## src/rtl/memory_access_pkg.sv

```systemverilog
// Shared types and defaults for the MEM pipeline stage: FSM state encodings,
// default geometry and a small address helper.
package memory_access_pkg;

   typedef enum logic [1:0] {
      MEM_IDLE    = 2'd0,
      MEM_WAIT    = 2'd1,
      MEM_RECOVER = 2'd2
   } mem_state_e;

   localparam int DEFAULT_ADDR_W  = 10;
   localparam int DEFAULT_TIMEOUT = 16;

   function automatic logic word_aligned(input logic [31:0] byte_addr);
      return (byte_addr[1:0] == 2'b00);
   endfunction

endpackage

```

## src/rtl/memory_access_if.sv

```systemverilog
// Variable-latency req/ack data-memory port between the MEM stage (master)
// and the data memory (slave).
interface memory_access_if
   import memory_access_pkg::*;
#(
   parameter int ADDR_W = DEFAULT_ADDR_W
) ();

   logic              dmem_req;
   logic              dmem_we;
   logic [ADDR_W-1:0] dmem_addr;
   logic [31:0]       dmem_wdata;
   logic [31:0]       dmem_rdata;
   logic              dmem_ack;

   modport master (
      output dmem_req, dmem_we, dmem_addr, dmem_wdata,
      input  dmem_rdata, dmem_ack
   );

   modport slave (
      input  dmem_req, dmem_we, dmem_addr, dmem_wdata,
      output dmem_rdata, dmem_ack
   );

endinterface

```

## src/rtl/memory_access_timer.sv

```systemverilog
// Wait-cycle counter for an outstanding data-memory request; flags the last
// cycle a request may remain unacknowledged.
module memory_access_timer
   import memory_access_pkg::*;
#(
   parameter int TIMEOUT = DEFAULT_TIMEOUT
) (
   input  logic clk,
   input  logic rst_n,
   input  logic clear,
   input  logic inc,
   output logic expired
);

   localparam int CW = $clog2(TIMEOUT);

   logic [CW-1:0] cnt_r;

   // Count unacknowledged request cycles; cleared whenever nothing is pending.
   always_ff @(posedge clk or negedge rst_n) begin
      if (!rst_n) begin
         cnt_r <= '0;
      end else if (clear) begin
         cnt_r <= '0;
      end else if (inc) begin
         cnt_r <= cnt_r + CW'(1);
      end else begin
         cnt_r <= cnt_r;
      end
   end

   assign expired = (cnt_r == CW'(TIMEOUT - 1));

endmodule

```

## src/rtl/memory_access.sv

```systemverilog
// MEM stage of the 5-stage MIPS pipeline: issues loads/stores on a req/ack
// port, stalls upstream while waiting, aborts on misalignment or timeout.
module memory_access
   import memory_access_pkg::*;
#(
   parameter int ADDR_W  = DEFAULT_ADDR_W,
   parameter int TIMEOUT = DEFAULT_TIMEOUT
) (
   input  logic                  clk,
   input  logic                  rst_n,
   input  logic [31:0]           alu_data_ex_mem,
   input  logic [31:0]           rt_data_ex_mem,
   input  logic                  mem_en_ex_mem,
   input  logic                  rd_en_ex_mem,
   input  logic [4:0]            rd_addr_ex_mem,
   input  logic                  rd_data_sel_ex_mem,
   output logic                  mem_stall,
   memory_access_if.master       dmem,
   output logic                  rd_en_mem_wb,
   output logic [4:0]            rd_addr_mem_wb,
   output logic [31:0]           rd_data_mem_wb,
   output logic                  mem_err_mem_wb
);

   mem_state_e state_r;
   logic       acc_s;
   logic       misalign_s;
   logic       req_s;
   logic       complete_s;
   logic       abort_s;
   logic       stall_s;
   logic       expired_s;
   logic       timer_inc_s;
   logic       timer_clear_s;

   memory_access_timer #(
      .TIMEOUT (TIMEOUT)
   ) u_timer (
      .clk     (clk),
      .rst_n   (rst_n),
      .clear   (timer_clear_s),
      .inc     (timer_inc_s),
      .expired (expired_s)
   );

   // Request/stall decode; req and stall are forced low while in reset.
   always_comb begin
      acc_s      = mem_en_ex_mem & word_aligned(alu_data_ex_mem);
      misalign_s = mem_en_ex_mem & ~word_aligned(alu_data_ex_mem);
      case (state_r)
         MEM_IDLE:    req_s = acc_s;
         MEM_WAIT:    req_s = 1'b1;
         MEM_RECOVER: req_s = 1'b0;
         default:     req_s = 1'b0;
      endcase
      req_s         = req_s & rst_n;
      complete_s    = req_s & dmem.dmem_ack;
      abort_s       = (state_r == MEM_WAIT) & ~dmem.dmem_ack & expired_s;
      stall_s       = rst_n & ((acc_s & ~dmem.dmem_ack & ~abort_s) | (state_r == MEM_RECOVER));
      timer_inc_s   = req_s & ~dmem.dmem_ack & ~abort_s;
      timer_clear_s = ~timer_inc_s;
   end

   assign mem_stall       = stall_s;
   assign dmem.dmem_req   = req_s;
   assign dmem.dmem_we    = mem_en_ex_mem & ~rd_en_ex_mem;
   assign dmem.dmem_addr  = alu_data_ex_mem[ADDR_W+1:2];
   assign dmem.dmem_wdata = rt_data_ex_mem;

   // Access FSM and mem->wb pipeline registers.
   always_ff @(posedge clk or negedge rst_n) begin
      if (!rst_n) begin
         state_r        <= MEM_IDLE;
         rd_en_mem_wb   <= 1'b0;
         rd_addr_mem_wb <= 5'd0;
         rd_data_mem_wb <= 32'd0;
         mem_err_mem_wb <= 1'b0;
      end else begin
         case (state_r)
            MEM_IDLE: begin
               if (acc_s && !dmem.dmem_ack) begin
                  state_r <= MEM_WAIT;
               end else begin
                  state_r <= MEM_IDLE;
               end
            end
            MEM_WAIT: begin
               // Ack takes priority over an expiring timer in the same cycle.
               if (dmem.dmem_ack) begin
                  state_r <= MEM_IDLE;
               end else if (expired_s) begin
                  state_r <= MEM_RECOVER;
               end else begin
                  state_r <= MEM_WAIT;
               end
            end
            MEM_RECOVER: state_r <= MEM_IDLE;
            default:     state_r <= MEM_IDLE;
         endcase

         if (complete_s) begin
            rd_en_mem_wb   <= rd_en_ex_mem;
            rd_addr_mem_wb <= rd_addr_ex_mem;
            rd_data_mem_wb <= rd_data_sel_ex_mem ? dmem.dmem_rdata : alu_data_ex_mem;
            mem_err_mem_wb <= 1'b0;
         end else if (abort_s || (misalign_s && (state_r == MEM_IDLE))) begin
            rd_en_mem_wb   <= 1'b0;
            mem_err_mem_wb <= 1'b1;
         end else if (stall_s) begin
            rd_en_mem_wb   <= 1'b0;
            mem_err_mem_wb <= 1'b0;
         end else begin
            rd_en_mem_wb   <= rd_en_ex_mem;
            rd_addr_mem_wb <= rd_addr_ex_mem;
            rd_data_mem_wb <= alu_data_ex_mem;
            mem_err_mem_wb <= 1'b0;
         end
      end
   end

endmodule

```

## src/flat_wrapper.sv

```systemverilog
// flat-port wrapper written by rule: the top's interface ports become plain ports
module memory_access_flat import memory_access_pkg::*;
#(
   parameter int ADDR_W  = DEFAULT_ADDR_W,
   parameter int TIMEOUT = DEFAULT_TIMEOUT
)
  (clk, rst_n, alu_data_ex_mem, rt_data_ex_mem, mem_en_ex_mem, rd_en_ex_mem, rd_addr_ex_mem, rd_data_sel_ex_mem, mem_stall, rd_en_mem_wb, rd_addr_mem_wb, rd_data_mem_wb, mem_err_mem_wb, dmem_dmem_req, dmem_dmem_we, dmem_dmem_addr, dmem_dmem_wdata, dmem_dmem_rdata, dmem_dmem_ack);
  memory_access_if #(.ADDR_W(ADDR_W)) dmem_i ();
  input  logic clk;
  input  logic rst_n;
  input  logic [31:0] alu_data_ex_mem;
  input  logic [31:0] rt_data_ex_mem;
  input  logic mem_en_ex_mem;
  input  logic rd_en_ex_mem;
  input  logic [4:0] rd_addr_ex_mem;
  input  logic rd_data_sel_ex_mem;
  output logic mem_stall;
  output logic rd_en_mem_wb;
  output logic [4:0] rd_addr_mem_wb;
  output logic [31:0] rd_data_mem_wb;
  output logic mem_err_mem_wb;
  output wire logic [$bits(dmem_i.dmem_req)-1:0] dmem_dmem_req;
  output wire logic [$bits(dmem_i.dmem_we)-1:0] dmem_dmem_we;
  output wire logic [$bits(dmem_i.dmem_addr)-1:0] dmem_dmem_addr;
  output wire logic [$bits(dmem_i.dmem_wdata)-1:0] dmem_dmem_wdata;
  input wire logic [$bits(dmem_i.dmem_rdata)-1:0] dmem_dmem_rdata;
  input wire logic [$bits(dmem_i.dmem_ack)-1:0] dmem_dmem_ack;
  assign dmem_dmem_req = dmem_i.dmem_req;
  assign dmem_dmem_we = dmem_i.dmem_we;
  assign dmem_dmem_addr = dmem_i.dmem_addr;
  assign dmem_dmem_wdata = dmem_i.dmem_wdata;
  assign dmem_i.dmem_rdata = dmem_dmem_rdata;
  assign dmem_i.dmem_ack = dmem_dmem_ack;
  memory_access #(.ADDR_W(ADDR_W), .TIMEOUT(TIMEOUT)) u_core (.clk(clk), .rst_n(rst_n), .alu_data_ex_mem(alu_data_ex_mem), .rt_data_ex_mem(rt_data_ex_mem), .mem_en_ex_mem(mem_en_ex_mem), .rd_en_ex_mem(rd_en_ex_mem), .rd_addr_ex_mem(rd_addr_ex_mem), .rd_data_sel_ex_mem(rd_data_sel_ex_mem), .mem_stall(mem_stall), .dmem(dmem_i), .rd_en_mem_wb(rd_en_mem_wb), .rd_addr_mem_wb(rd_addr_mem_wb), .rd_data_mem_wb(rd_data_mem_wb), .mem_err_mem_wb(mem_err_mem_wb));
endmodule
```

## config.mk

```make
export PLATFORM = sky130hd
export DESIGN_NAME = memory_access_flat
export DESIGN_NICKNAME = d
export VERILOG_FILES = /design/src/rtl/memory_access_pkg.sv /design/src/rtl/memory_access_if.sv /design/src/rtl/memory_access_timer.sv /design/src/rtl/memory_access.sv /design/src/flat_wrapper.sv
export SDC_FILE = /design/constraint.sdc
export NUM_CORES = 1
export LEC_CHECK = 0
export ABC_CLOCK_PERIOD_IN_PS = 4500
export CAP_MARGIN = 25
export CORE_ASPECT_RATIO = 1.1
export CORE_UTILIZATION = 38
export DETAILED_ROUTE_END_ITERATION = 8
export GPL_TIMING_DRIVEN = 0
export MAX_ROUTING_LAYER = met4
export PLACE_DENSITY = 0.87
export SYNTH_ARGS = -nofsm -noshare
export SYNTH_HDL_FRONTEND = slang
export SYNTH_SLANG_ARGS = --single-unit
```

## constraint.sdc

```tcl
create_clock -name clk -period 4.5 [get_ports clk]
set_input_delay 0.45 -clock clk [delete_from_list [all_inputs] [get_ports clk]]
set_output_delay 0.45 -clock clk [all_outputs]
set_load 0.02 [all_outputs]
```

==> summary.md, run 1 <==
| Metric | Value |
|---|---|
| Status | finished clean |
| Met3 global-route usage | 3.84% |
| H-tree depth | 2 |
| Flops & latches, synth | 45 |
| Drt wl/cell | 15.2 um |
| Fraction of layout cells with a size suffix above 1 | 35.9% |
| Setup Skew | 7.82 ps |
| Initial Util | 40.2% |
| Power, Total | 1150 uW |
| Overflow after GRT | 0 |
| Hold WS | 135 ps |
| Vias in the first global route | 2147 |
| Slew Limit Fails | 0 |
| Slew headroom | 63.9% |
| Post-layout min period | 2950 ps |
| Post-synth EDFFs | 0 |
| Vias | 2025 |
| Clock share of power | 20.6% |
| Die area | 7440 um2 |
| Vias/cell | 4.59 |
| Area share of the largest cell type after synthesis | 41.7% |
| Synth Instances | 192 |
| P&R area growth vs syn | 66.0% |
| ANT nets after route | 0 |
| Post-CTS Setup Bufs | 0 |
| NetSw | 323 uW |
| Initial antenna violation count | 0 |
| GR Layer Usage met2 | 33.3% |
| GRT Max-Usage Layer | met2 |
| Reg2Reg Depth | 7 |
| Drt pass-1 iters | 4 |
| Post-route DRC | 0 |
| Area contributors post-synth | dfrtp_1 42%, mux2_4 33%, buf_4 12% |
| I/O pin cnt | 191 |
| Final HPWL DP | 5.46 mm |
| Crit path to | dmem_dmem_req |
| Largest net degree at the start of global routing | 27 |
| Post-CTS sizing | 0 |
| CP Launch Point | mem_en_ex_mem |
| Reg2reg end | u_core.rd_data_mem_wb[11] |
| Ys async rst share | 100% |
| Switch share | 28.1% |
| Syn Std Cell Area | 2700 um2 |
| CTS max path bufs | 2 |
| Mapped Nets | 300 |
| Top_reg_cell synth | dfrtp_1 |
| Worst EP required | 4050 ps |
| M1 GR Usage | 20.1% |
| Fin crit share | 65.6% |
| Ant. Diodes | 0 |
| Row count | 31 |
| Layout fillers | 515 |
| CTS Buf Count | 5 |
| CTS root buffer | clkbuf_8 |
| VDD IR-drop max | 0.142 mV |
| Finish-stage setup viols | 0 |
| Highest Clock Rate | 339 MHz |
| Final net count | 466 |
| Synth cell types | 25 |
| Most frequent cell after synthesis | mux2_4 |
| HP Class | primary input to asynchronous set/reset pin |
| Post-synthesis sequential area ratio | 41.7% |
| Final non-filler cell total | 441 |
| CP Launch Type | primary input |
| DR iter-0 viols | 25 |
| Critical Path Sink Type | primary output |
| TritonCTS clock tree | built |
| Critical path type | primary input to primary output |
| R2r setup slk | 2260 ps |
| Final Hold Viols | 0 |
| Core area | 6710 um2 |
| Critical R2R Launch | u_core.u_timer.cnt_r[0] |
| Sequential share of power | 41.0% |
| Die Wd | 82.3 um |
| Pwr Density | 256 nW/um2 |
| Chip Height | 90.4 um |
| Final WL | 6.71 mm |
| Final GP Congestion | 0.790 |
| RSZ-0062 raised after global routing | no |
| Yosys synthesis warning count | 0 |
| Synth area leader | dfrtp_1 |
| P_int | 825 uW |
| Post-Place Cells | 433 |
| Clk sink count | 45 |
| GR Util All Layers | 18.7% |
| PortBufs | 158 |
| First-pass GRT wire length | 10.2 mm |
| Leakage power total | 0.00210 uW |
| Max-cap violations | 0 |
| CTS Hold Bufs | 0 |
| Most frequent cells after synthesis | 60 x mux2_4, 45 x dfrtp_1, 44 x buf_4, 9 x mux2_2, 4 x nor2_1 |
| Setup TNS | 0 ps |
| Insertion delay to the later sink of the worst-skew pair | 290 ps |
| Crit Path Max Fanout | 5 |
| Worst-path clk slew | 80 ps |
| Avg Cell Area, Syn | 14.0 um2 |
| Combinational power share | 38.4% |
| Least-Margin Pin Slew | 542 ps |
| Worst EP arrival | 2500 ps |
[placed cells by master (no fill, tap or decap), types with 2 or more instances in the layout]
cell type	instances
mux2_2	9
nor2b_1	3
nor2_1	4
clkinv_2	2
nor3_1	2
and2_1	3
clkdlybuf4s50_1	157
buf_6	3
buf_4	44
nand3_1	3
buf_2	3
clkbuf_8	5
dfrtp_1	45
mux2_4	60
[how the worst min path moves through the flow]
stage / start / endpoint / slack [ps] / cells past startpoint
floorplan: rst_n / u_core.mem_err_mem_wb / 150 / 0
global placement: u_core.u_timer.cnt_r[0] / u_core.u_timer.cnt_r[0] / 450 / 1
detailed placement: rst_n / u_core.rd_data_mem_wb[1] / 470 / 1
CTS: rst_n / u_core.rd_data_mem_wb[1] / 140 / 1
global route: rst_n / u_core.rd_data_mem_wb[1] / 170 / 1
finish: rst_n / u_core.rd_data_mem_wb[1] / 140 / 1
[per-stage QoR]
| step | setup slack, ps | util [%] | area, um2 |
|---|---|---|---|
| global placement | 390 | 65.3 | 4380 |
| detailed placement | 1590 | 65.5 | 4400 |
| CTS | 1570 | 66.8 | 4480 |
| finish | 1550 | 66.8 | 4480 |
| floorplan | 2430 | - | 2700 |
| global route | 1480 | 66.8 | 4480 |
[power by group through the flow]
stage	Sequential (uW)	Combinational [uW]	Clock [uW]
after floorplan	528	171	0
after global placement	476	437	0
after detailed placement	478	445	0
after CTS	471	447	248
after global routing	476	466	262
final	471	441	236
[registers in the layout, summed over array words and instances (netlist names)]
name / cells
u_core.rd_data_mem_wb: 32
u_core.rd_addr_mem_wb: 5
u_core.u_timer.cnt_r: 4
u_core.state_r: 2
u_core.mem_err_mem_wb: 1
u_core.rd_en_mem_wb: 1
[worst max-delay path, stage by stage]
cell	delay, ps
clkdlybuf4s50_1	570
or3b_1	430
a21oi_1	240
and2_1	190
clkdlybuf4s50_1	610
[per-layer routing]
layer	up-vias	share of wire (%)	wire length (um)
met2	110	54	3650
met1	954	36	2440
met4	0	1.6	106
met5	-	0	0
met3	9	7.8	523
li1	952	-	-
[final cells by class]
class	instances	area (um2)	share of cell area, %
sequential	45	1130	25.1
tap	82	103	2.29
clock buffer	6	72.6	1.62
buffer	49	374	8.35
timing repair buffer	159	1600	35.6
inverter	1	3.75	0.0838
clock inverter	2	10.0	0.223
multi-input combinational	97	1190	26.6
[cell families after synthesis]
logic type | Yosys count | share of synthesized area (%)
multiplexers | 69 | 37.2
buffers and inverters | 50 | 14.0
flip-flops | 45 | 41.7
AND/OR/NAND/NOR | 18 | 3.66
AO/OA/AOI/OAI | 7 | 2.32
XOR/XNOR | 2 | 0.649
adder cells (fa/ha/maj) | 1 | 0.464
(Power assumes the default switching activity.)
==> inputs of run 2 (changes only) <==
--- a/config.mk
+++ b/config.mk
@@ -5,14 +5,14 @@
 export SDC_FILE = /design/constraint.sdc
 export NUM_CORES = 1
 export LEC_CHECK = 0
-export ABC_CLOCK_PERIOD_IN_PS = 4500
+export ABC_CLOCK_PERIOD_IN_PS = 2700
 export CAP_MARGIN = 25
 export CORE_ASPECT_RATIO = 1.1
-export CORE_UTILIZATION = 38
+export CORE_UTILIZATION = 32
 export DETAILED_ROUTE_END_ITERATION = 8
 export GPL_TIMING_DRIVEN = 0
 export MAX_ROUTING_LAYER = met4
-export PLACE_DENSITY = 0.87
+export PLACE_DENSITY = 0.78
 export SYNTH_ARGS = -nofsm -noshare
 export SYNTH_HDL_FRONTEND = slang
 export SYNTH_SLANG_ARGS = --single-unit
==> constraint.sdc (replaced) <==
create_clock -name clk -period 2.7 [get_ports clk]
set_input_delay 0.27 -clock clk [delete_from_list [all_inputs] [get_ports clk]]
set_output_delay 0.27 -clock clk [all_outputs]
set_load 0.02 [all_outputs]
==> run 2 against run 1 <==
  * Largest power group unchanged
  * Sequential share of layout area fell by 0.25 points
  * Combinational power rose by 67%
  * Worst hold slack improved by 310 ps
  * Critical path type unchanged
  * Critical endpoint unchanged
  * Largest cell class unchanged
  * Non-clock buffer count rose by 1
  * Clock skew fell by 2.6 ps
  * Wire length fell by 1.5%
  * First-iteration DRC count fell by 8.0%
  * Clock power rose by 67%
  * Sequential power rose by 67%
  * Global-route usage fell by 3.3 points
  * Count of clock-buffer cells in the layout did not move
  * Critical path depth did not move
==> summary.md, run 2 (synthesis results as in run 1) <==
| Metric | Value |
|---|---|
| Die area | 8800 um2 (+18%) |
| Final WL | 6.62 mm (-1.5%) |
| Core area | 8040 um2 (+20%) |
| Setup TNS | 0 ps (unchanged) |
| Final GP Congestion | 0.738 (-6.6%) |
| P&R area growth vs syn | 67.7% |
| Post-CTS Setup Bufs | 0 (unchanged) |
| Critical path type | primary input to primary output |
| Most frequent cells in the layout | 157 x clkdlybuf4s50_1, 60 x mux2_4, 45 x dfrtp_1 |
| Insertion delay to the later sink of the worst-skew pair | 290 ps (about the same) |
| Final net count | 467 (+0.21%) |
| Largest net degree at the start of global routing | 28 (+3.7%) |
| Clk sink count | 45 (unchanged) |
| Fin crit share | 95.6% |
| Drt pass-1 iters | 4 (unchanged) |
| HP Class | primary input to asynchronous set/reset pin |
| Max-cap violations | 0 (unchanged) |
| Final Hold Viols | 0 (unchanged) |
| Slew headroom | 77.3% (+13 points) |
| CTS Buf Count | 5 (unchanged) |
| DR iter-0 viols | 23 (-8.0%) |
| Vias | 1992 (-1.6%) |
| Critical Path Sink Type | primary output |
| Max FFs per register | 32 (unchanged) |
| First-pass GRT wire length | 10.1 mm (-1.3%) |
| RSZ-0062 raised after global routing | no |
| Highest Clock Rate | 387 MHz |
| VDD IR-drop max | 0.211 mV (+49%) |
| H-tree depth | 2 (unchanged) |
| Biggest register | u_core.rd_data_mem_wb |
| Worst EP arrival | 2310 ps (-190 ps) |
| Fraction of layout cells with a size suffix above 1 | 35.8% (-0.10 points) |
| Pwr Density | 423 nW/um2 (+65%) |
| TritonCTS clock tree | built |
| Leakage power total | 0.00211 uW (+0.23%) |
| Initial Util | 33.6% (-6.7 points) |
| Crit Path Max Fanout | 5 (unchanged) |
| Vias/cell | 4.26 (-7.3%) |
| Most common cell after layout, fill and taps aside | clkdlybuf4s50_1 |
| I/O pin cnt | 191 (unchanged) |
| Post-route cell area | 4520 um2 (+1.0%) |
| Status | finished clean |
| Ant. Diodes | 0 (unchanged) |
| CTS root buffer | clkbuf_8 |
| Registers with the most flip-flops | u_core.rd_data_mem_wb: 32 flops, u_core.rd_addr_mem_wb: 5 flops, u_core.u_timer.cnt_r: 4 flops |
| R2r setup slk | 500 ps (-1760 ps) |
| Critical R2R Launch | u_core.u_timer.cnt_r[0] |
| Reg2reg end | u_core.rd_data_mem_wb[4] |
| Post-route DRC | 0 (unchanged) |
| Least-Margin Pin Slew | 337 ps (-205 ps) |
| Die Wd | 89.5 um (+8.8%) |
| Worst EP required | 2430 ps (-1620 ps) |
| Reg2Reg Depth | 7 (unchanged) |
| CTS max path bufs | 2 (unchanged) |
| Slew Limit Fails | 0 (unchanged) |
| Initial antenna violation count | 0 (unchanged) |
| Final worst setup slack | 118 ps (-1430 ps) |
| Finish-stage setup viols | 0 (unchanged) |
| Post-DP Area | 4430 um2 (+0.74%) |
| GR Util All Layers | 15.4% (-3.3 points) |
| Vias in the first global route | 2187 (+1.9%) |
| Final HPWL DP | 5.23 mm (-4.2%) |
| ANT nets after route | 0 (unchanged) |
| Worst-path clk slew | 80 ps (about the same) |
| Chip Height | 98.3 um (+8.8%) |
| Setup Skew | 5.18 ps (-2.64 ps) |
| Post-layout min period | 2580 ps |
| Row count | 34 (+9.7%) |
| Overflow after GRT | 0 (unchanged) |
| PortBufs | 158 (unchanged) |
| CP Launch Type | primary input |
| Dpl ws | 135 ps (-1450 ps) |
| Drt wl/cell | 14.1 um (-7.1%) |
run 2: cell count changes in the layout (fill, tap and decap cells not counted), sizes merged:
cell,delta
buf,-1
clkbuf,+1
dlygate4sd3,+1
run 2: metal layers:
layer / part of all wire, % / GRT usage, % / wire length, um / up-vias
li1: - / - / - / 950
met1: 40 / 17.5 / 2640 / 941
met2: 53 / 26.9 / 3510 / 95
met3: 6.1 / 3.47 / 403 / 6
met4: 0.98 / 3.66 / 65 / 0
met5: 0 / - / 0 / -
run 2: cell type report:
cell class	count	area, um2
fill	664	3520
timing repair buffer	160	1610
multi-input combinational	97	1190
sequential	45	1130
buffer	49	374
tap	108	135
clock buffer	6	72.6
clock inverter	2	10.0
inverter	1	3.75
run 2: worst max path at each step:
stage / end / from / slack, ps
2_1_floorplan: u_core.rd_data_mem_wb[10] / u_core.u_timer.cnt_r[0] / 750
3_3_place_gp: u_core.rd_data_mem_wb[4] / rst_n / -1250
3_5_place_dp: dmem_dmem_req / mem_en_ex_mem / 130
4_1_cts: dmem_dmem_req / rst_n / 60
5_1_grt: dmem_dmem_req / mem_en_ex_mem / 20
6_report: dmem_dmem_req / mem_en_ex_mem / 120
run 2: stage by stage:
stage	util (%)	hold slack [ps]	total power, uW	std cells
6_report	56.3	443	1920	468
4_1_cts	56.2	476	1950	468
2_1_floorplan	-	-25.6	1170	192
3_5_place_dp	55.1	290	1540	459
5_1_grt	56.3	481	2010	468
3_3_place_gp	54.9	447	1520	458
run 2: worst max-delay path, cell delays in order:
cell and delay, ps:
clkdlybuf4s50_1 550, or3b_1 430, a21oi_1 250, and2_1 180, clkdlybuf4s50_1 620
run 2: where the power goes:
part | internal (uW) | leakage (uW) | total (uW) | switching (uW)
Sequential | 744 | 0.000540 | 785 | 40.3
Combinational | 453 | 0.00152 | 736 | 283
Clock | 180 | 0.0000450 | 395 | 215
Total | 1380 | 0.00211 | 1920 | 538
run 2: timing repair:
action,4_1_cts,5_1_grt
resized for setup,0,1
setup endpoints to repair,0,1
hold endpoints to repair,20,0
hold buffers,1,0
==> inputs of run 3 (changes only) <==
--- a/config.mk
+++ b/config.mk
@@ -5,14 +5,14 @@
 export SDC_FILE = /design/constraint.sdc
 export NUM_CORES = 1
 export LEC_CHECK = 0
-export ABC_CLOCK_PERIOD_IN_PS = 2700
+export ABC_CLOCK_PERIOD_IN_PS = 3000
 export CAP_MARGIN = 25
 export CORE_ASPECT_RATIO = 1.1
-export CORE_UTILIZATION = 32
+export CORE_UTILIZATION = 38
 export DETAILED_ROUTE_END_ITERATION = 8
 export GPL_TIMING_DRIVEN = 0
 export MAX_ROUTING_LAYER = met4
-export PLACE_DENSITY = 0.78
+export PLACE_DENSITY = 0.89
 export SYNTH_ARGS = -nofsm -noshare
 export SYNTH_HDL_FRONTEND = slang
 export SYNTH_SLANG_ARGS = --single-unit
==> constraint.sdc (replaced) <==
create_clock -name clk -period 3 [get_ports clk]
set_input_delay 0.3 -clock clk [delete_from_list [all_inputs] [get_ports clk]]
set_output_delay 0.3 -clock clk [all_outputs]
set_load 0.02 [all_outputs]
==> run 3 against run 2 <==
  * Wire length grew 4.7%
  * Power grew 0.25%
  * Utilization grew 11 points
  * Register-to-register slack gained 260 ps
  * Design area grew 0.36%
  * Worst setup slack gained 290 ps
  * Critical path type unchanged
  * Critical endpoint unchanged
  * Highest routed layer unchanged
==> summary.md, run 3 (synthesis results as in run 1) <==
| Metric | Value |
|---|---|
| I/O pin cnt | 191 (unchanged) |
| Registers with the most flip-flops | u_core.rd_data_mem_wb: 32 flops, u_core.rd_addr_mem_wb: 5 flops, u_core.u_timer.cnt_r: 4 flops |
| Layout fillers | 485 (-27%) |
| CTS max path bufs | 2 (unchanged) |
| Post-layout min period | 2590 ps |
| Fraction of layout cells with a size suffix above 1 | 36.1% (+0.28 points) |
| Post-Place Cells | 433 (-5.7%) |
| Vias/cell | 4.69 (+10%) |
| Biggest register | u_core.rd_data_mem_wb |
| Most frequent cells in the layout | 157 x clkdlybuf4s50_1, 60 x mux2_4, 45 x dfrtp_1 |
| Ant. Diodes | 0 (unchanged) |
| ANT nets after route | 0 (unchanged) |
| DR iter-0 viols | 35 (+52%) |
| Combinational power share | 34.7% (-3.7 points) |
| Overflow after GRT | 0 (unchanged) |
| Chip Height | 90.4 um (-8.1%) |
| TritonCTS clock tree | built |
| Worst EP arrival | 2290 ps (-20 ps) |
| Vias in the first global route | 2217 (+1.4%) |
| Finish-stage setup viols | 0 (unchanged) |
| Final Hold Viols | 0 (unchanged) |
| Insertion delay to the later sink of the worst-skew pair | 300 ps (about the same) |
| Setup Skew | 14.2 ps (+8.99 ps) |
| Sequential share of power | 36.9% (-4.1 points) |
| NetSw | 511 uW (-5.0%) |
| Critical Path Sink Type | primary output |
| Largest net degree at the start of global routing | 42 (+50%) |
| Drt wl/cell | 15.7 um (+11%) |
| Vias | 2072 (+4.0%) |
| Initial antenna violation count | 0 (unchanged) |
| P&R area growth vs syn | 68.3% |
| Most common cell after layout, fill and taps aside | clkdlybuf4s50_1 |
| CTS Buf Count | 5 (unchanged) |
| Worst EP required | 2700 ps (+270 ps) |
| Die Wd | 82.3 um (-8.0%) |
| Die area | 7440 um2 (-15%) |
| Leakage power total | 0.00213 uW (+1.1%) |
| PortBufs | 158 (unchanged) |
| Status | finished clean |
| Post-route DRC | 0 (unchanged) |
| Row count | 31 (-8.8%) |
| H-tree depth | 2 (unchanged) |
| Final HPWL DP | 5.53 mm (+5.7%) |
| CP Launch Type | primary input |
| Clock share of power | 28.4% (+7.8 points) |
| Final net count | 467 (unchanged) |
| Max-cap violations | 0 (unchanged) |
| Initial Util | 40.2% (+6.7 points) |
| Drt pass-1 iters | 4 (unchanged) |
| RSZ-0062 raised after global routing | no |
| Final WL | 6.93 mm (+4.7%) |
| Pwr Density | 423 nW/um2 (-0.11%) |
| Post-CTS sizing | 0 (unchanged) |
| Worst-path clk slew | 100 ps (+20 ps) |
| Power, Total | 1920 uW (+0.25%) |
| Final Core Density | 67.7% (+11 points) |
| P_int | 1410 uW (+2.3%) |
| HP Class | primary input to asynchronous set/reset pin |
| Multi-input logic area | 1190 um2 (unchanged) |
| Core area | 6710 um2 (-17%) |
| Slew Limit Fails | 0 (unchanged) |
| Post-route cell area | 4540 um2 (+0.36%) |
| Fin crit share | 86.3% |
| Post-DP Area | 4400 um2 (-0.73%) |
| Highest Clock Rate | 386 MHz |
| Setup TNS | 0 ps (unchanged) |
| CTS root buffer | clkbuf_8 |
| Least-Margin Pin Slew | 325 ps (-12.2 ps) |
| Final GP Congestion | 0.737 (-0.14%) |
| GR Util All Layers | 19.4% (+4.0 points) |
| Switch share | 26.6% (-1.5 points) |
| Max FFs per register | 32 (unchanged) |
| Register Area | 1130 um2 (unchanged) |
| Crit Path Max Fanout | 5 (unchanged) |
| Final non-filler cell total | 442 (-5.6%) |
| Slew headroom | 78.2% (+0.82 points) |
| Critical path type | primary input to primary output |
| VDD IR-drop max | 0.336 mV (+59%) |
| First-pass GRT wire length | 10.6 mm (+4.7%) |
| Clk sink count | 45 (unchanged) |
run 3: through the flow:
stage                     hold slack [ps]  worst slack (ps)
after floorplan                      4.41              1050
after global placement                450              -899
after global routing                  382               312
after CTS                             375               408
after detailed placement              164               412
final                                 377               411
run 3: critical path, stage by stage:
cell and delay [ps]:
clkdlybuf4s50_1 550, or3b_1 430, a21oi_1 240, and2_1 170, clkdlybuf4s50_1 610
run 3: cell type report:
cell class,count,share of cell area (%)
inverters,1,0.0827
clock buffers,5,1.52
multi-input cells,97,26.3
clock inverters,3,1.43
plain buffers,49,8.24
repair buffers,160,35.4
flip-flops and latches,45,24.8
well taps,82,2.26
run 3: final timing paths:
path | from | to | slack [ps] | cells past startpoint
max | mem_en_ex_mem | dmem_dmem_req | 410 | 5
min | rst_n | u_core.u_timer.cnt_r[2] | 380 | 2
max reg2reg | u_core.u_timer.cnt_r[0] | u_core.rd_data_mem_wb[13] | 760 | 7
min reg2reg | u_core.u_timer.cnt_r[0] | u_core.u_timer.cnt_r[0] | 470 | 1
max in group asynchronous | rst_n | u_core.rd_data_mem_wb[20] | 2120 | 3
min in group clk | u_core.u_timer.cnt_r[0] | u_core.u_timer.cnt_r[0] | 470 | 1
run 3: power by group through the flow:
stage          registers (uW)  logic (uW)  clock network, uW
3_5_place_dp              718         670                  0
5_1_grt                   715         702                585
4_1_cts                   708         674                558
2_1_floorplan             793         256                  0
6_report                  708         666                546
3_3_place_gp              714         655                  0
run 3: metal layers:
| layer | routed length, um | share of wire (%) | up-vias | GRT usage [%] |
|---|---|---|---|---|
| met5 | 0 | 0 | - | - |
| met4 | 89 | 1.3 | 0 | 5.56 |
| met3 | 473 | 6.8 | 8 | 4.44 |
| met2 | 3830 | 55 | 115 | 35.3 |
| met1 | 2530 | 37 | 991 | 20.2 |
| li1 | - | - | 958 | - |
run 3: timing repair:
action,in CTS,in global routing
setup buffers,0,0
hold buffers,1,0
endpoints found under the hold margin,5,0
==> patch 1, RTL diff (settings of run 1) <==
Register the output `mem_err_mem_wb` once more, with the module's reset; this adds one clock of latency there. The other outputs are not delayed to match.
--- a/src/rtl/memory_access.sv
+++ b/src/rtl/memory_access.sv
@@ -21,6 +21,8 @@
    output logic [31:0]           rd_data_mem_wb,
    output logic                  mem_err_mem_wb
 );
+
+   logic mem_err_mem_wb_s0;
 
    mem_state_e state_r;
    logic       acc_s;
@@ -74,7 +76,7 @@
          rd_en_mem_wb   <= 1'b0;
          rd_addr_mem_wb <= 5'd0;
          rd_data_mem_wb <= 32'd0;
-         mem_err_mem_wb <= 1'b0;
+         mem_err_mem_wb_s0 <= 1'b0;
       end else begin
          case (state_r)
             MEM_IDLE: begin
@@ -102,19 +104,27 @@
             rd_en_mem_wb   <= rd_en_ex_mem;
             rd_addr_mem_wb <= rd_addr_ex_mem;
             rd_data_mem_wb <= rd_data_sel_ex_mem ? dmem.dmem_rdata : alu_data_ex_mem;
-            mem_err_mem_wb <= 1'b0;
+            mem_err_mem_wb_s0 <= 1'b0;
          end else if (abort_s || (misalign_s && (state_r == MEM_IDLE))) begin
             rd_en_mem_wb   <= 1'b0;
-            mem_err_mem_wb <= 1'b1;
+            mem_err_mem_wb_s0 <= 1'b1;
          end else if (stall_s) begin
             rd_en_mem_wb   <= 1'b0;
-            mem_err_mem_wb <= 1'b0;
+            mem_err_mem_wb_s0 <= 1'b0;
          end else begin
             rd_en_mem_wb   <= rd_en_ex_mem;
             rd_addr_mem_wb <= rd_addr_ex_mem;
             rd_data_mem_wb <= alu_data_ex_mem;
-            mem_err_mem_wb <= 1'b0;
+            mem_err_mem_wb_s0 <= 1'b0;
          end
+      end
+   end
+
+   always_ff @(posedge clk or negedge rst_n) begin
+      if (!rst_n) begin
+         mem_err_mem_wb <= '0;
+      end else begin
+         mem_err_mem_wb <= mem_err_mem_wb_s0;
       end
    end
 
Behaviour: not the same (Yosys sat finds a counterexample within 4 cycles, from zero or initial values and one cycle with rst_n low).
==> patch 1 against run 1 <==
Clock power grew 8.9%; sequential cell count increased by 1; synthesized cell count up 1.6%; area after synthesis is 4.0% lower; routed wire length is 3.5% lower; die area down 3.9%; cell area fell by 2.2%; worst setup slack improved by 0.21 ns; sequential share of layout area up 1.1 points; count of clock-buffer cells in the layout up 1; total power up 0.69%.
==> patch 1: results (changes against run 1) <==
INFO  metric tightestPinTransition = 0.458 ns (was 0.542 ns)
INFO  metric synth_area_leader_cell = dfrtp_1 (unchanged)
INFO  metric synthTopCellsByArea = dfrtp_1 44%, mux2_2 17%, buf_4 12% (was dfrtp_1 42%, mux2_4 33%, buf_4 12%)
INFO  metric insertion_delay = 0.29 ns (about the same)
INFO  metric ctsResizeCount = 0 (unchanged)
INFO  metric clockRootBuffer = clkbuf_8 (unchanged)
INFO  metric number_of_global_route_vias_before_repair = 2006 (was 2147)
INFO  metric route.final.wire_length = 6.48 mm (was 6.71 mm)
INFO  metric antenna_fix_cells = 0 (unchanged)
INFO  metric worst_case_register_to_register_setup_slack = 2.56 ns (was 2.26 ns)
INFO  metric critical_path_maximum_fanout = 4 (was 5)
INFO  metric clock_tree.buffer_depth = 2 (unchanged)
INFO  metric cts_htree_levels = 2 (unchanged)
INFO  metric detail_route.iter0.violations = 34 (was 25)
INFO  metric drive_gt1_frac = 0.334 (was 0.359)
INFO  metric final.setup_skew = 0.00970 ns (was 0.00782 ns)
INFO  metric critical_path_arrival = 2.29 ns (was 2.50 ns)
INFO  metric global_router_s_overall_resource_usage = 0.177 (was 0.187)
INFO  metric static-leakage-power = 1.90 nW (was 2.10 nW)
INFO  metric critical_path.max_stage_delay = 0.66 ns (was 0.61 ns)
INFO  metric antenna_found_initial = 0 (unchanged)
INFO  metric postCtsSetupRepairBufs = 0 (unchanged)
INFO  metric detailroute.via_count = 2061 (was 2025)
INFO  metric drt_pre_antenna_iters = 4 (unchanged)
INFO  metric nets_finish = 469 (was 466)
INFO  metric critPathTopFamily = buffers and inverters (unchanged)
INFO  metric yosysSeqAreaShare = 0.444 (was 0.417)
INFO  metric port_buffers = 158 (unchanged)
INFO  metric category_of_the_most_critical_setup_path = in -> out (unchanged)
INFO  metric pin_count_of_the_biggest_net_entering_global_routing = 38 (was 27)
INFO  metric dp.final_hpwl = 5.20 mm (was 5.46 mm)
INFO  metric status = complete, no violations (unchanged)
INFO  metric clk_pin_slew_worst_paths = 0.08 ns (about the same)
INFO  metric cpMaxStageDelayCell = clkdlybuf4s50_1 (unchanged)
INFO  metric first_pass_grt_wire_length = 9.25 mm (was 10.2 mm)
INFO  metric number_of_filler_cells_placed_in_the_layout = 512 (was 515)
INFO  metric synthesis.nets = 303 (was 300)
INFO  metric vdd_ir_drop_max = 145 µV (was 142 µV)
INFO  metric synth-warning-count = 0 (unchanged)
INFO  metric commonest_cells_in_the_netlist = 46 x dfrtp_1, 42 x buf_4, 39 x mux2_2, 19 x mux2_4, 11 x mux2_1 (was 60 x mux2_4, 45 x dfrtp_1, 44 x buf_4, 9 x mux2_2, 4 x nor2_1)
INFO  metric yosysUniqueCellTypes = 28 (was 25)
INFO  metric global_placer_s_final_weighted_congestion = 0.684 (was 0.790)
==> patch 1: cell count changes after synthesis, moves of 2 or more <==
cell	run 1	this run
mux2_4	60	19
mux2_2	9	39
mux2_1	0	11
and2_1	3	1
buf_2	2	4
buf_4	44	42
nand2_1	0	2
nand3_1	3	1
nor3_1	2	0
nor3b_1	0	2
nor3b_2	0	2
nor4b_1	0	2
==> patch 1: cells by family (layout without fill, tap and decap cells) <==
group / Yosys count / after routing / synth area share
muxes: 69 / 69 / 0.328
buffers and inverters: 50 / 217 / 0.144
DFF: 46 / 46 / 0.444
and+or+nand+nor: 23 / 23 / 0.0618
AOI/OAI and AO/OA: 4 / 4 / 0.0106
xor gates and xnor gates: 2 / 2 / 0.00676
adders and majority gates: 1 / 1 / 0.00483
==> patch 1: area by class of cell <==
type	count	area [µm²]	share of cell area
Buffer	49	369	0.0843
Clock buffer	7	86.3	0.0197
Clock inverter	1	5.00	0.00114
Inverter	1	3.75	0.000857
Multi-Input combinational cell	99	1070	0.243
Sequential cell	46	1150	0.263
Tap cell	82	103	0.0234
Timing Repair Buffer	159	1600	0.364
==> patch 1: final timing paths <==
kind / endpoint / from / cells past startpoint
max in group asynchronous: u_core.rd_data_mem_wb[13] / rst_n / 2
worst min-delay path: u_core.rd_data_mem_wb[0] / rst_n / 1
min in group clk: u_core.mem_err_mem_wb / u_core.mem_err_mem_wb_s0 / 0
worst min register to register: u_core.mem_err_mem_wb / u_core.mem_err_mem_wb_s0 / 0
worst max register to register: u_core.rd_data_mem_wb[26] / u_core.state_r[1] / 5
worst max-delay path: dmem_dmem_req / mem_en_ex_mem / 5
==> patch 1: report_power, final <==
group | internal (mW) | total (mW) | switching, mW
combinational | 0.254 | 0.420 | 0.166
sequential | 0.456 | 0.479 | 0.0229
clock | 0.124 | 0.257 | 0.132
==> patch 1: metrics by stage <==
step           worst slack [ns]  instances  power, mW  hold slack (ns)  area [µm²]
2_1_floorplan              2.71        195      0.690            0.154        2590
3_3_place_gp              0.369        435      0.899            0.335        4270
3_5_place_dp               1.73        436      0.911            0.336        4290
4_1_cts                    1.72        444       1.17           0.0680        4380
5_1_grt                    1.64        444       1.21           0.0803        4380
6_report                   1.76        444       1.16           0.0712        4380
==> patch 1: metal layers <==
layer / up-vias / track usage / wire length, µm
li1: 959 / - / -
met1: 977 / 0.194 / 2440
met2: 114 / 0.314 / 3330
met3: 11 / 0.0495 / 631
met4: 0 / 0.0438 / 84
met5: - / - / 0
==> patch 2, RTL diff (flow settings as in run 1) <==
Made on the original files. The package constant `DEFAULT_TIMEOUT` goes from 16 to 8.
--- a/src/rtl/memory_access_pkg.sv
+++ b/src/rtl/memory_access_pkg.sv
@@ -9,7 +9,7 @@
    } mem_state_e;
 
    localparam int DEFAULT_ADDR_W  = 10;
-   localparam int DEFAULT_TIMEOUT = 16;
+   localparam int DEFAULT_TIMEOUT = 8;
 
    function automatic logic word_aligned(input logic [31:0] byte_addr);
       return (byte_addr[1:0] == 2'b00);
Behaviour: not the same (a bounded check fails within 10 cycles, from zero or initial values and one cycle with rst_n low).
==> patch 2 against run 1 <==
First-iteration DRC count down 16%; area after synthesis decreased by 5.3%; worst setup slack better by 0.17 ns; routed wire length down 3.8%; sequential power down 3%; largest power group unchanged; register-to-register slack improved by 0.11 ns; clock power is 11% higher; via count shrank 1.6%; sequential cell count shrank 1; clock skew shrank 0.0022 ns; total power down 0.25%; cell area is 2.7% lower.
==> patch 2: results (changes against run 1) <==
INFO  metric fraction_of_standard_cell_area_in_multi_input_logic = 0.241 (was 0.266)
INFO  metric tightestPinTransition = 0.620 ns (was 0.542 ns)
INFO  metric detailroute.via_count = 1993 (was 2025)
INFO  metric groute.layer.met3.usage = 0.0552 (was 0.0384)
INFO  metric syn_area_cell = 13.6 µm² (was 14.0 µm²)
INFO  metric global_router_s_overall_resource_usage = 0.183 (was 0.187)
INFO  metric commonest_cells_in_the_netlist = 45 x mux2_2, 44 x buf_4, 44 x dfrtp_1, 19 x mux2_4, 6 x mux2_1 (was 60 x mux2_4, 45 x dfrtp_1, 44 x buf_4, 9 x mux2_2, 4 x nor2_1)
INFO  metric static-leakage-power = 1.90 nW (was 2.10 nW)
INFO  metric power.net_switching = 0.325 mW (was 0.323 mW)
INFO  metric worst_case_register_to_register_setup_slack = 2.37 ns (was 2.26 ns)
INFO  metric drt-met1-wl = 2.38 mm (was 2.44 mm)
INFO  metric first_pass_grt_wire_length = 9.47 mm (was 10.2 mm)
INFO  metric globalRouteMet1Util = 0.189 (was 0.201)
INFO  metric detail_route.wl_per_cell = 14.8 µm (was 15.2 µm)
INFO  metric vdd_ir_drop_max = 189 µV (was 142 µV)
INFO  metric top_regs = u_core.rd_data_mem_wb (32), u_core.rd_addr_mem_wb (5), u_core.u_timer.cnt_r (3) (was u_core.rd_data_mem_wb (32), u_core.rd_addr_mem_wb (5), u_core.u_timer.cnt_r (4))
INFO  metric critical_path_arrival = 2.33 ns (was 2.50 ns)
INFO  metric timing.reg2reg.worst_path_depth = 8 (was 7)
INFO  metric number_of_filler_cells_placed_in_the_layout = 456 (was 515)
INFO  metric detailroute.wirelength.met3 = 650 µm (was 523 µm)
INFO  metric critical_path_maximum_fanout = 4 (was 5)
INFO  metric nets_finish = 463 (was 466)
INFO  metric status = complete, no violations (unchanged)
INFO  metric clock_area_frac = 0.0224 (was 0.0184)
INFO  metric design.die.area = 7060 µm² (was 7440 µm²)
INFO  metric yosysSeqAreaShare = 0.431 (was 0.417)
==> patch 2: worst min-delay path by stage <==
stage / end / cells after the start / slack, ns / startpoint
2_1_floorplan: u_core.mem_err_mem_wb / 0 / 0.15 / rst_n
3_5_place_dp: u_core.u_timer.cnt_r[0] / 1 / 0.44 / u_core.u_timer.cnt_r[0]
4_1_cts: u_core.rd_data_mem_wb[1] / 1 / 0.17 / rst_n
3_3_place_gp: u_core.u_timer.cnt_r[0] / 1 / 0.42 / u_core.u_timer.cnt_r[0]
5_1_grt: u_core.rd_data_mem_wb[26] / 1 / 0.19 / rst_n
6_report: u_core.rd_data_mem_wb[1] / 1 / 0.17 / rst_n
==> patch 2: logic make-up after synthesis <==
kind of cell | count (synthesis) | share of synthesized area
adder cells (fa/ha/maj) | 2 | 0.00979
flip-flops | 44 | 0.431
AO/OA/AOI/OAI | 5 | 0.0176
multiplexers | 70 | 0.336
buffers and inverters | 49 | 0.158
AND/OR/NAND/NOR | 18 | 0.0470
